File: src/rtl/serial_alu.sv
// Bit-serial ALU: one full-adder slice plus a carry flip-flop,
// operands consumed LSB-first, one bit per clock.
module serial_alu #(
    parameter int WIDTH = 8
) (
    input  logic             clk,
    input  logic             rst_n,
    input  logic             start,
    input  logic [1:0]       op,
    input  logic [WIDTH-1:0] a,
    input  logic [WIDTH-1:0] b,
    output logic             busy,
    output logic             done,
    output logic [WIDTH-1:0] r,
    output logic             co,
    output logic             ov,
    output logic             zero
);

    localparam int CW = $clog2(WIDTH);

    typedef enum logic [1:0] {
        IDLE,
        RUN,
        DONE
    } state_t;

    localparam logic [1:0] OP_SUB = 2'b01;
    localparam logic [1:0] OP_AND = 2'b10;
    localparam logic [1:0] OP_OR  = 2'b11;

    state_t           state;
    logic [WIDTH-1:0] a_sh;
    logic [WIDTH-1:0] b_sh;
    logic [WIDTH-1:0] res_sh;
    logic [1:0]       op_q;
    logic             carry;
    logic [CW-1:0]    cnt;

    logic             arith;
    logic             abit;
    logic             bbit;
    logic             sbit;
    logic             c_next;
    logic             last;
    logic [WIDTH-1:0] res_next;

    // Single-bit slice: sum/logic bit, next carry, assembled result
    always_comb begin
        arith  = ~op_q[1];
        abit   = a_sh[0];
        bbit   = b_sh[0];
        c_next = (abit & bbit) | (abit & carry) | (bbit & carry);
        unique case (op_q)
            OP_AND:  sbit = abit & bbit;
            OP_OR:   sbit = abit | bbit;
            default: sbit = abit ^ bbit ^ carry;
        endcase
        res_next = {sbit, res_sh[WIDTH-1:1]};
        last     = (cnt == CW'(WIDTH - 1));
    end

    // Control FSM and datapath; outputs only change on completion
    always_ff @(posedge clk or negedge rst_n) begin
        if (!rst_n) begin
            state  <= IDLE;
            a_sh   <= '0;
            b_sh   <= '0;
            res_sh <= '0;
            op_q   <= '0;
            carry  <= 1'b0;
            cnt    <= '0;
            busy   <= 1'b0;
            done   <= 1'b0;
            r      <= '0;
            co     <= 1'b0;
            ov     <= 1'b0;
            zero   <= 1'b1;
        end else begin
            unique case (state)
                IDLE, DONE: begin
                    done <= 1'b0;
                    if (start) begin
                        op_q   <= op;
                        a_sh   <= a;
                        b_sh   <= (op == OP_SUB) ? ~b : b;
                        carry  <= (op == OP_SUB);
                        cnt    <= '0;
                        res_sh <= '0;
                        busy   <= 1'b1;
                        state  <= RUN;
                    end else begin
                        state <= IDLE;
                    end
                end
                RUN: begin
                    a_sh   <= a_sh >> 1;
                    b_sh   <= b_sh >> 1;
                    res_sh <= res_next;
                    carry  <= c_next;
                    cnt    <= cnt + 1'b1;
                    if (last) begin
                        r     <= res_next;
                        co    <= arith & c_next;
                        ov    <= arith & (carry ^ c_next);
                        zero  <= (res_next == '0);
                        busy  <= 1'b0;
                        done  <= 1'b1;
                        state <= DONE;
                    end
                end
                default: state <= IDLE;
            endcase
        end
    end

endmodule

File: config.mk
export PLATFORM = sky130hd
export DESIGN_NAME = serial_alu
export DESIGN_NICKNAME = d
export VERILOG_FILES = /design/src/rtl/serial_alu.sv
export SDC_FILE = /design/constraint.sdc
export NUM_CORES = 1
export LEC_CHECK = 0
export CORE_MARGIN = 2
export CORE_UTILIZATION = 45
export CTS_BUF_LIST = sky130_fd_sc_hd__clkbuf_8
export CTS_CLUSTER_DIAMETER = 60
export DETAILED_ROUTE_END_ITERATION = 7
export GPL_TIMING_DRIVEN = 0
export PLACE_DENSITY_LB_ADDON = 0.12
export SYNTH_ARGS = -nofsm -noshare
export SYNTH_HDL_FRONTEND = slang
export SYNTH_SLANG_ARGS = --single-unit
File: constraint.sdc
create_clock -name clk -period 2.35 [get_ports clk]
set_clock_uncertainty 0.15 [all_clocks]
set_input_delay 0.47 -clock clk [delete_from_list [all_inputs] [get_ports clk]]
set_output_delay 0.47 -clock clk [all_outputs]
set_load 0.02 [all_outputs]
After elaboration in Yosys (flattened, before gate mapping)
Cells that the tools add are included.
- equal/unequal tests: 8
- muxes and demuxes: 20
- bitwise logic cells: 13
- reductions and logical operators: 9
- $add $sub $neg: 1
- operators with widths (operator ; number):
    one-hot mux 8 bit (2 select lines) ; 3
    2-to-1 mux 8 bit ; 4
    logical NOT 8 bit ; 1
    NOT 8 bit ; 1
    one-hot mux 1 bit (2 select lines) ; 4
    AND reduction 2 bit ; 4
    == test 2 bit (second input constant) ; 3
    one-hot mux 3 bit (2 select lines) ; 1
    AND 1 bit ; 5
    2-to-1 mux 1 bit ; 5
    == test 2 x 1 -> 1 bit (second input constant) ; 2
    != test 2 bit (second input constant) ; 2
    one-hot mux 2 bit (2 select lines) ; 1
    adder 3 x 1 -> 3 bit (second input constant) ; 1
    == test 3 bit (second input constant) ; 1
    2-to-1 mux 3 bit ; 1
    OR 1 bit ; 3
    AND reduction 3 bit ; 1
    bitwise XOR 1 bit ; 3
    logical NOT 2 bit ; 1
    2-to-1 mux 2 bit ; 1
    nonzero test 2 bit ; 1
    OR reduction 2 bit ; 1
    NOT 1 bit ; 1
- input port bits: 21
- logic and storage cells: 64
- bits in registers: 45
- output and inout port bits: 13

Logic depth before layout (Yosys ltp)
- word-level depth: 5
- mapped depth: 6
- gate-level depth less buffers: 5

Least setup slack after synthesis
Ideal clock, no wire load.
- path type: reg2reg
- from: reg cnt[0]
- to: reg r[2]
- clock period less this slack: 1.634 ns
- data arrival time: 1.357 ns
- path slack: 0.716 ns
- library setup time: 0.128 ns
- buffers on the path: 1
- data required time: 2.072 ns
- stages on the path, launching flop included: 6
- path through: dfrtp_1 ha_1 ha_1 nand3b_2 buf_6 mux2_1
- word-level cells in the longest chain between the ends: 2
- RTL lines (element ; line ; RTL):
    start: declaration ; 38 ; logic [CW-1:0] cnt;
    start signal: assignment ; 101 ; cnt <= cnt + 1'b1;
    == test 3 bit ; 60 ; last = (cnt == CW'(WIDTH - 1));
    AND reduction 2 bit (no line) ; - ;
    end signal: assignment ; 103 ; r <= res_next;
    end: declaration ; 14 ; output logic [WIDTH-1:0] r,
No other way between the ends.
A chain may end at the register's enable or synchronous reset.

Worst setup path after layout
- from: reg zero
- to: out zero
- RTL lines (element ; line ; RTL):
    start: declaration ; 17 ; output logic zero
    start signal: assignment ; 106 ; zero <= (res_next == '0);
No word-level cell between the ends.

==> qor.txt <==
==================================================================================
Final Hold Viols ....................................................            0
Aggregate routed wire length ........................................      3.71 mm
Capture instance of the worst register-to-register path .............         r[7]
Count of nets left with antenna violations after detail routing .....            0
Kind of cell with the highest combined delay on the critical path ... buffers and inverters
Total non-filler cell area in the finished layout ...................     2420 um2
Sinks on the clock net ..............................................           44
Number of logic stages on the critical path including buffering .....            1
Syn Inst Count ......................................................          164
Nets@finish .........................................................          232
Number of max-capacitance violations reported .......................            0
Violation count after the first detailed-routing iteration ..........           67
TritonCTS clock tree ................................................         done
# placed instances ..................................................          248
Number of antenna cells inserted ....................................            0
Maximum number of pins on one net before global-route repair ........           32
Total CTS buffers ...................................................            5
Clock buffer depth ..................................................            2
Worst flop-to-flop path startpoint ..................................      b_sh[0]
Final routed DRC violation total ....................................            0
Start point of the worst min-delay path .............................         busy
Warnings from Yosys .................................................            0
Std-Cell Core Area ..................................................     4030 um2
Type of the worst setup path ........................................ flop to primary output
Power density normalized to cell area ...............................  1280 nW/um2
Vias per cell .......................................................         5.39
Switching power .....................................................      1.15 mW
Primary flip-flop cell chosen by synthesis mapping .................. sky130_fd_sc_hd__dfrtp_1
Die span in y .......................................................      69.1 um
Portion of total power attributed to combinational logic ............        41.7%
Mean area per synthesized cell ......................................     11.6 um2
Worst IR drop on VDD ................................................     0.669 mV
Top-area cell type share of the netlist area ........................        56.4%
Post-Syn Nets .......................................................          190
Filler cell count ...................................................          360
Crit path buffers/inverters .........................................            1
Post-synth cell types ...............................................           28
Max transition margin ...............................................        68.3%
Share of final-layout standard cells stronger than drive strength 1 .        11.6%
Kind of start point of the critical path ............................         flop
Total overflow reported by the global router ........................            0
Number of setup violations in the final report ......................            0
I/O pin cnt .........................................................           34
CTS H-tree lvls .....................................................            2
Kind of capture point of the worst setup path ....................... primary output
Via count of the first global-routing pass ..........................         1444
DP HPWL .............................................................      2.66 mm
Shortest period the worst path allows ...............................      2050 ps
Cell Int Power ......................................................      1.95 mW
Area post-placement .................................................     2310 um2
First-pass iteration count of the detailed router ...................            4
Std cell rows .......................................................           23
Register-to-register setup slack ....................................       550 ps
Number of enable-type register cells in the synthesized netlist .....            0
CP Cell Sequence .................................................... clkdlybuf4s50_1
Initial core utilization ............................................        47.3%
Avg WL per Cell .....................................................      14.4 um
Fraction of synthesis flops using an asynchronous set or reset pin ..         100%
Type of the worst min-delay path .................................... flop to flop
Share of the clock period used by the worst path ....................        87.2%
Width of the chip ...................................................      69.1 um
Proportion of synthesized chip area in sequential cells .............        57.8%
Accumulated negative setup slack ....................................         0 ps
Worst-margin pin slew ...............................................       475 ps
First-pass GRT wire length ..........................................      6.70 mm
Fmax achieved .......................................................      488 MHz
Total number of vias ................................................         1384
Min-Delay Endpoint ..................................................         busy
Placer congestion estimate ..........................................        0.777
Post-Syn Area .......................................................     1910 um2
Clk root buf ........................................................ sky130_fd_sc_hd__clkbuf_8
Signal arrival time at the worst endpoint ...........................      1430 ps
Part of the power in the clock network ..............................        16.0%
Slowest cell on the critical path ................................... sky130_fd_sc_hd__clkdlybuf4s50_1
Number of antenna violations at the first check in global routing ...            0
Outcome ............................................................. complete, no violations
Hold WS .............................................................       338 ps
Maximum fanout along the worst path .................................            2
Insertion delay of the later-clocked pin in the worst-skew pair .....       290 ps
Leakage component of the power ......................................      1.09 nW
Hold depth ..........................................................            2
DIE AREA ............................................................     4770 um2
Area Growth Syn to Fin ..............................................        27.0%
Total of flip-flops plus latches after synthesis ....................           44
Main area contributors after synthesis .............................. sky130_fd_sc_hd__dfrtp_1 (56%), sky130_fd_sc_hd__nand2_1 (5.1%), sky130_fd_sc_hd__a22o_1 (5.1%)
Count of buffers inserted at the top-level ports ....................           33
Clock Pin Slew Worst Setup and Hold Paths ...........................        80 ps
Setup repair after global routing missed its margin .................           no
Switching fraction of total power ...................................        37.1%
Global-route usage over all layers ..................................        17.3%
Largest stage delay on the critical path ............................       590 ps
Max Transition Viols Final ..........................................            0
Layout Cells excl Fill ..............................................          257
Largest area contributor in the synthesized netlist ................. sky130_fd_sc_hd__dfrtp_1
Reg power frac ......................................................        42.3%
Critical path required time .........................................      1730 ps
Worst Reg2Reg Path Length in Cells ..................................            5
==================================================================================
## cells in the mapped netlist (all sizes together) (3+ instances only)
| cell type | count |
|---|---|
| ha | 4 |
| a22oi | 7 |
| xnor2 | 7 |
| nand2 | 26 |
| nand2b | 4 |
| nand3 | 9 |
| a22o | 11 |
| o21ai | 4 |
| buf | 7 |
| mux2 | 8 |
| o221ai | 8 |
| inv | 8 |
| nor2b | 3 |
| dfrtp | 43 |
## how the worst max path moves through the flow
stage,from,to,slack (ps)
after floorplan,cnt[0],r[2],720
after global placement,rst_n,r[0],-430
after detailed placement,op[0],b_sh[4],380
after CTS,zero,zero,280
after global routing,zero,zero,250
final,zero,zero,300
## per-layer routing
layer	GRT usage [%]	up-vias	wire [um]
li1	-	666	-
met1	24.6	683	1810
met2	25.7	28	1710
met3	3.36	7	143
met4	7.63	0	52
met5	0	-	0
## final cells by class
type / count / area, um2 / share of cell area, %
clock inverters: 2 / 15.0 / 0.620
well taps: 50 / 62.6 / 2.58
clock buffers: 6 / 82.6 / 3.41
plain buffers: 9 / 48.8 / 2.01
repair buffers: 35 / 355 / 14.7
flip-flops and latches: 44 / 1100 / 45.5
inverters: 8 / 30.0 / 1.24
multi-input cells: 103 / 726 / 30.0
## worst register-to-register path: cells and delay by family (launching register included)
family	cells	cell delay (ps)
buffers and inverters	1	120
AND/OR/NAND/NOR	1	130
adder cells (fa/ha/maj)	1	410
AO/OA/AOI/OAI	1	320
flip-flops	1	390
multiplexers	1	220
## cell families after synthesis
kind of cell | share of synthesized area (%)
simple gates | 11.9
flops | 57.8
compound gates | 13.6
buf+inv | 4.13
xor+xnor | 4.13
mux | 4.72
fa+ha+maj | 3.67
## placed cells by master (no fill, tap or decap), types with 2 or more instances in the layout
cell type | synthesis | routed
sky130_fd_sc_hd__nor2b_1 | 3 | 3
sky130_fd_sc_hd__clkinvlp_4 | 0 | 2
sky130_fd_sc_hd__mux2_2 | 5 | 5
sky130_fd_sc_hd__nand3_1 | 9 | 9
sky130_fd_sc_hd__o221ai_1 | 8 | 8
sky130_fd_sc_hd__ha_1 | 4 | 4
sky130_fd_sc_hd__clkbuf_1 | 2 | 2
sky130_fd_sc_hd__mux2_1 | 3 | 3
sky130_fd_sc_hd__o21ai_0 | 4 | 4
sky130_fd_sc_hd__nand2b_1 | 4 | 4
sky130_fd_sc_hd__dfrtp_1 | 43 | 43
sky130_fd_sc_hd__xor2_1 | 2 | 2
sky130_fd_sc_hd__clkbuf_8 | 0 | 6
sky130_fd_sc_hd__o31ai_1 | 2 | 2
sky130_fd_sc_hd__buf_2 | 6 | 7
sky130_fd_sc_hd__clkdlybuf4s50_1 | 0 | 32
sky130_fd_sc_hd__a22oi_1 | 7 | 7
sky130_fd_sc_hd__inv_1 | 8 | 8
sky130_fd_sc_hd__nand2_1 | 26 | 26
sky130_fd_sc_hd__a22o_1 | 11 | 11
sky130_fd_sc_hd__xnor2_1 | 7 | 7
## per-stage QoR
| stage | total power [mW] | utilization (%) | worst slack, ps |
|---|---|---|---|
| 5_1_grt | 3.34 | 60.1 | 253 |
| 6_report | 3.09 | 60.1 | 300 |
| 4_1_cts | 3.13 | 60.1 | 284 |
| 2_1_floorplan | 2.15 | - | 716 |
| 3_3_place_gp | 2.57 | 57.1 | -434 |
| 3_5_place_dp | 2.62 | 57.5 | 384 |
## registers in the layout (all words and copies together) (netlist names)
signal and count:
a_sh 8, r 8, busy 1, co 1, cnt 3, ov 1, b_sh 8, carry 1
res_sh 7, done 1, op_q 2, zero 1, state 2
## power groups by stage
stage	logic, mW	clock network, mW	registers, mW
2_1_floorplan	0.756	0	1.39
4_1_cts	1.31	0.507	1.31
6_report	1.29	0.494	1.31
3_5_place_dp	1.30	0	1.32
5_1_grt	1.44	0.541	1.36
3_3_place_gp	1.26	0	1.31
## timing repair
action | in CTS | in global routing
endpoints found under the hold margin | 13 | 0
hold buffers | 1 | 0
gates resized for setup | 0 | 0
buffers inserted | 0 | 0
Note: power is estimated with default switching activity, not from simulation.
==> patch 1 (same flow settings) <==
Register the inputs `start`, `op`, `a` and `b` before use, without a reset. The logic sees them one clock later.
--- a/src/rtl/serial_alu.sv
+++ b/src/rtl/serial_alu.sv
@@ -28,6 +28,18 @@
     localparam logic [1:0] OP_SUB = 2'b01;
     localparam logic [1:0] OP_AND = 2'b10;
     localparam logic [1:0] OP_OR  = 2'b11;
+
+    logic start_q;
+    logic [1:0] op_r;
+    logic [WIDTH-1:0] a_q;
+    logic [WIDTH-1:0] b_q;
+
+    always_ff @(posedge clk) begin
+        start_q <= start;
+        op_r    <= op;
+        a_q     <= a;
+        b_q     <= b;
+    end
 
     state_t           state;
     logic [WIDTH-1:0] a_sh;
@@ -80,11 +92,11 @@
             unique case (state)
                 IDLE, DONE: begin
                     done <= 1'b0;
-                    if (start) begin
-                        op_q   <= op;
-                        a_sh   <= a;
-                        b_sh   <= (op == OP_SUB) ? ~b : b;
-                        carry  <= (op == OP_SUB);
+                    if (start_q) begin
+                        op_q   <= op_r;
+                        a_sh   <= a_q;
+                        b_sh   <= (op_r == OP_SUB) ? ~b_q : b_q;
+                        carry  <= (op_r == OP_SUB);
                         cnt    <= '0;
                         res_sh <= '0;
                         busy   <= 1'b1;
Formal check against the unedited RTL: not equivalent (Yosys sat finds a counterexample within 4 cycles, from zero or initial values and one cycle with rst_n low).
==> patch 1 against the unedited design <==
Core utilization fell by 0.35 points. Final area grew 24%. Non-clock buffer count increased by 1. Setup slack worse by 0.035 ns. Wire length rose by 11%. Count of clock-buffer cells in the layout is 4 higher. Area after synthesis is 22% higher. Die area is 21% higher. Power is 34% higher. Sequential cell count is 19 higher.
==> patch 1: results (changes against the unedited design) <==
| Metric | Value |
|---|---|
| Post-synth top cells | 43 x dfrtp_1, 19 x dfxtp_1, 19 x nand2_1 |
| Crit-path max cell delay | 0.60 ns |
| Layout cells sized above 1 | 0.165 (+0.0493) |
| Synth area leaders | dfrtp_1 46%, dfxtp_1 16%, a22o_1 4.1%, a221o_1 3.9%, mux2_2 3.9% |
| Filler instances | 411 (+14%) |
| Gr usage total | 0.171 (-0.00135) |
| Diodes inserted | 0 (unchanged) |
| Post-synthesis async set-or-reset flop share | 0.698 (-0.302) |
| Total of warnings raised by yosys | 0 (unchanged) |
| Gp weighted congestion | 0.755 (-2.9%) |
| Mapped Nets | 205 (+7.9%) |
| Drt first pass iters | 4 (unchanged) |
| First-iteration detailed-routing DRC count | 103 (+54%) |
| Fin Setup TNS | 0 ns (unchanged) |
| Status | completed |
| First-pass GRT wire length | 6.99 mm (+4.3%) |
| Htree depth | 3 (+1) |
| Num CTS Buffers | 9 (+4) |
| Worst vdd rail ir drop | 0.531 mV (-21%) |
| Worst R2R Setup Slack | 0.49 ns (-0.06 ns) |
| Min-delay worst type | reg -> reg |
| Cell variety after synth | 31 (+11%) |
| Worst-Margin Slew | 0.474 ns (-0.00120 ns) |
| Worst r2r src | cnt[0]$_DFFE_PN0P_ |
| Initial antenna violation count | 0 (unchanged) |
| Placed wire-length estimate | 2.81 mm (+5.3%) |
| GRT overflow | 0 (unchanged) |
| Worst setup startpoint | zero$_DFFE_PN1P_ |
| Hold_sp | op_r[0]$_DFF_P_ |
| Wire length per cell | 13.7 um (-5.1%) |
| Seq/Total Area, Yosys | 0.637 (+0.0594) |
| Clock latency at the later pin of the worst-skew pair | 0.34 ns (+0.05 ns) |
| Final net count | 251 (+8.2%) |
| Hold slack final | 0.292 ns (-0.0453 ns) |
| Clock-pin slew on the worst setup and hold paths | 0.07 ns |
| DR vias/cell | 4.97 (-7.8%) |
| Leak pwr | 1.38 nW (+26%) |
| Number of global-route vias before repair | 1496 (+3.6%) |
| Max Fanout on Critical Path | 2 (unchanged) |
| Psw | 1.30 mW (+13%) |
-- patch 1: cell count changes in the layout (fill, tap and decap cells not counted), moves of 4 or more --
cell	before	now
xor2_1	2	9
nand2_1	26	19
a221o_1	0	9
and2_1	0	6
clkbuf_8	6	10
xnor2_1	7	0
dfxtp_1	0	19
o221ai_1	8	0
inv_1	8	4
-- patch 1: final cells by class --
cell class              instances  area share
multi-input cells             102       0.252
well taps                      70      0.0291
flip-flops and latches         63       0.492
plain buffers                  10      0.0228
clock buffers                  10      0.0457
repair buffers                 35       0.118
clock inverters                 6      0.0357
inverters                       4     0.00498
-- patch 1: worst paths after layout --
| path | endpoint | cells after the start |
|---|---|---|
| min in group asynchronous | op_q[1]$_DFFE_PN0P_ | 2 |
| min reg2reg | op_q[0]$_DFFE_PN0P_ | 2 |
| max | zero | 1 |
| min | op_q[0]$_DFFE_PN0P_ | 2 |
| max in group asynchronous | zero$_DFFE_PN1P_ | 3 |
| max reg2reg | r[6]$_DFFE_PN0P_ | 5 |
-- patch 1: cell families after synthesis --
kind of cell	synth area share
and+or+nand+nor	0.109
adders and majority gates	0.0301
muxes	0.0387
AOI/OAI and AO/OA	0.115
DFF	0.637
xor gates and xnor gates	0.0339
buffers and inverters	0.0360
-- patch 1: stage by stage --
step	power [mW]	area, um^2	setup WS [ns]	cells	util
floorplan	2.57	2330	0.639	179	-
global placement	2.99	2740	-0.437	282	0.544
detailed placement	3.04	2760	0.479	283	0.547
CTS	4.20	3010	0.242	300	0.598
global route	4.44	3010	0.219	300	0.598
finish	4.15	3010	0.265	300	0.598
-- patch 1: what timing repair did --
item,in CTS,in global routing
buffers inserted,0,0
endpoints found under the hold margin,13,0
hold buffers,1,0
-- patch 1: power groups by stage --
stage | clock network, mW | logic (mW) | registers, mW
6_report | 1.15 | 1.36 | 1.65
5_1_grt | 1.21 | 1.52 | 1.70
3_5_place_dp | 0 | 1.37 | 1.67
4_1_cts | 1.17 | 1.38 | 1.65
2_1_floorplan | 0 | 0.842 | 1.73
3_3_place_gp | 0 | 1.34 | 1.65
-- patch 1: metal layers --
layer | up-vias | wire length, um | part of all wire | track usage
met4 | 0 | 77 | 0.019 | 0.0994
met3 | 7 | 182 | 0.044 | 0.0556
li1 | 721 | - | - | -
met5 | - | 0 | 0 | 0
met2 | 33 | 2000 | 0.49 | 0.264
met1 | 729 | 1850 | 0.45 | 0.211
==> patch 2 (config.mk and constraints unchanged) <==
Without the edit above. `WIDTH`: 8 -> 32.
--- a/src/rtl/serial_alu.sv
+++ b/src/rtl/serial_alu.sv
@@ -1,7 +1,7 @@
 // Bit-serial ALU: one full-adder slice plus a carry flip-flop,
 // operands consumed LSB-first, one bit per clock.
 module serial_alu #(
-    parameter int WIDTH = 8
+    parameter int WIDTH = 32
 ) (
     input  logic             clk,
     input  logic             rst_n,
Ports: changed (resized a, b and r); port bits go from 34 to 106. The function was not compared with the original's and may differ.
==> patch 2 against the unedited design <==
Sequential cell count rose by 98. Count of clock-buffer cells in the layout rose by 12. Area after synthesis rose to 3.2 times the old value. Final cell count rose to 3.2 times the old value. Synthesized cell count rose to 3.0 times the old value. Wire length rose to 3.5 times the old value. Setup slack got worse by 0.19 ns. Final area rose to 3.2 times the old value. Power rose to 3.0 times the old value. Register-to-register slack got worse by 0.44 ns. First-iteration DRC count rose to 3.6 times the old value. Critical path type is now reg -> reg.
==> patch 2: results (changes against the unedited design) <==
| Metric | Value |
|---|---|
| Worst vdd rail ir drop | 0.506 mV (-24%) |
| Filler instances | 1155 (+220%) |
| Status | completed |
| Placed wire-length estimate | 9.04 mm (+240%) |
| First-iteration detailed-routing DRC count | 241 (+260%) |
| Gr usage total | 0.195 (+0.0227) |
| Number of I/O port buffers | 105 (+220%) |
| Max Fanout on Critical Path | 10 (+8) |
| Psw | 3.32 mW (+190%) |
| Top Registers | a_sh: 32 flops, b_sh: 32 flops, r: 32 flops |
| Leak pwr | 3.55 nW (+220%) |
| Htree depth | 4 (+2) |
| Crit-path slowest cell | clkbuf_1 |
| Met2 Use GR | 0.306 (+0.0490) |
| Seq/Total Area, Yosys | 0.583 (+0.00540) |
| Met2 routed WL | 6.21 mm (+260%) |
| DR vias/cell | 5.42 (+0.72%) |
| DR WL met3 | 646 um (+350%) |
| Sequential cell power | 4.08 mW (+210%) |
| Clock latency at the later pin of the worst-skew pair | 0.45 ns (+0.16 ns) |
| Mapped Nets | 570 (+200%) |
| Core Util, Final | 0.587 (-0.0144) |
| Met1 Use GR | 0.257 (+0.0118) |
| Power per cell area | 1200 mW/mm^2 (-5.8%) |
| Top Layer Used | met4 |
| Cell variety after synth | 35 (+25%) |
| Layout cells sized above 1 | 0.146 (+0.0305) |
| Wire length per cell | 16.0 um (+11%) |
| Post-synth top cells | 141 x dfrtp_1, 44 x nand2_1, 35 x a22o_1 |
| Slew headroom | 0.638 (-0.0447) |
| Met3 Usage GRT | 0.0561 (+0.0225) |
| Post-placement cell count | 778 (+210%) |
| Mean post-synth cell area | 12.3 um^2 (+5.6%) |
| First-pass GRT wire length | 22.2 mm (+230%) |
| DP Area | 0.00739 mm^2 (+220%) |
| CP delay by family, top | adder cells |
| Drt first pass iters | 5 (+1) |
| Arr. time, crit path | 2.43 ns (+1.00 ns) |
| Power share of the combinational group | 0.370 (-0.047) |
| Pin count of the biggest net entering global routing | 84 (+160%) |
| Maximum clock insertion buffer count | 2 (unchanged) |
| Final net count | 696 (+200%) |
| Crit-path max cell delay | 0.42 ns (-0.17 ns) |
| Gp weighted congestion | 0.749 (-3.7%) |
| Synth area leaders | dfrtp_1 58%, mux2_2 5.9%, a221o_1 5.4%, a22o_1 5.0%, xor2_1 4.7% |
[patch 2: changes by cell type after synthesis, sizes merged, moves of 24 or more]
cell / change
a22o: +24
and2: +30
a221o: +33
xor2: +31
dfrtp: +98
mux2: +24
[patch 2: kinds of logic after synthesis]
logic type	Yosys count	share of synthesized area
fa+ha+maj	5	0.0115
xor+xnor	33	0.0474
mux	34	0.0624
flops	142	0.583
compound gates	105	0.149
buf+inv	46	0.0361
simple gates	131	0.110
[patch 2: what timing repair did]
item | CTS | global route
hold endpoints to repair | 59 | 0
gates resized for setup | 0 | 0
hold buffers | 1 | 0
[patch 2: path summary, 6_finish.rpt]
check                      cells past startpoint               start                     end  slack, ns
setup / recovery                               6  cnt[0]$_DFFE_PN0P_       r[27]$_DFFE_PN0P_       0.11
hold / removal                                 1  cnt[3]$_DFFE_PN0P_      cnt[3]$_DFFE_PN0P_       0.33
setup reg to reg                               6  cnt[0]$_DFFE_PN0P_       r[27]$_DFFE_PN0P_       0.11
hold reg to reg                                1  cnt[3]$_DFFE_PN0P_      cnt[3]$_DFFE_PN0P_       0.33
max in group asynchronous                      3               rst_n        zero$_DFFE_PN1P_       0.86
min in group asynchronous                      2               rst_n  res_sh[24]$_DFFE_PN0P_       0.39
[patch 2: through the flow]
step                      setup TNS [ns]  hold WS (ns)
after global placement           -692.74         0.306
after detailed placement               0         0.316
after global routing                   0         0.357
after floorplan                        0        0.0244
after CTS                              0         0.331
final                                  0         0.330
[patch 2: layout make-up]
| cell class | count | share of cell area |
|---|---|---|
| sequential | 142 | 0.457 |
| multi-input combinational | 308 | 0.298 |
| timing repair buffer | 107 | 0.140 |
| clock buffer | 18 | 0.0319 |
| tap | 176 | 0.0283 |
| buffer | 42 | 0.0264 |
| clock inverter | 14 | 0.0156 |
| inverter | 4 | 0.00193 |
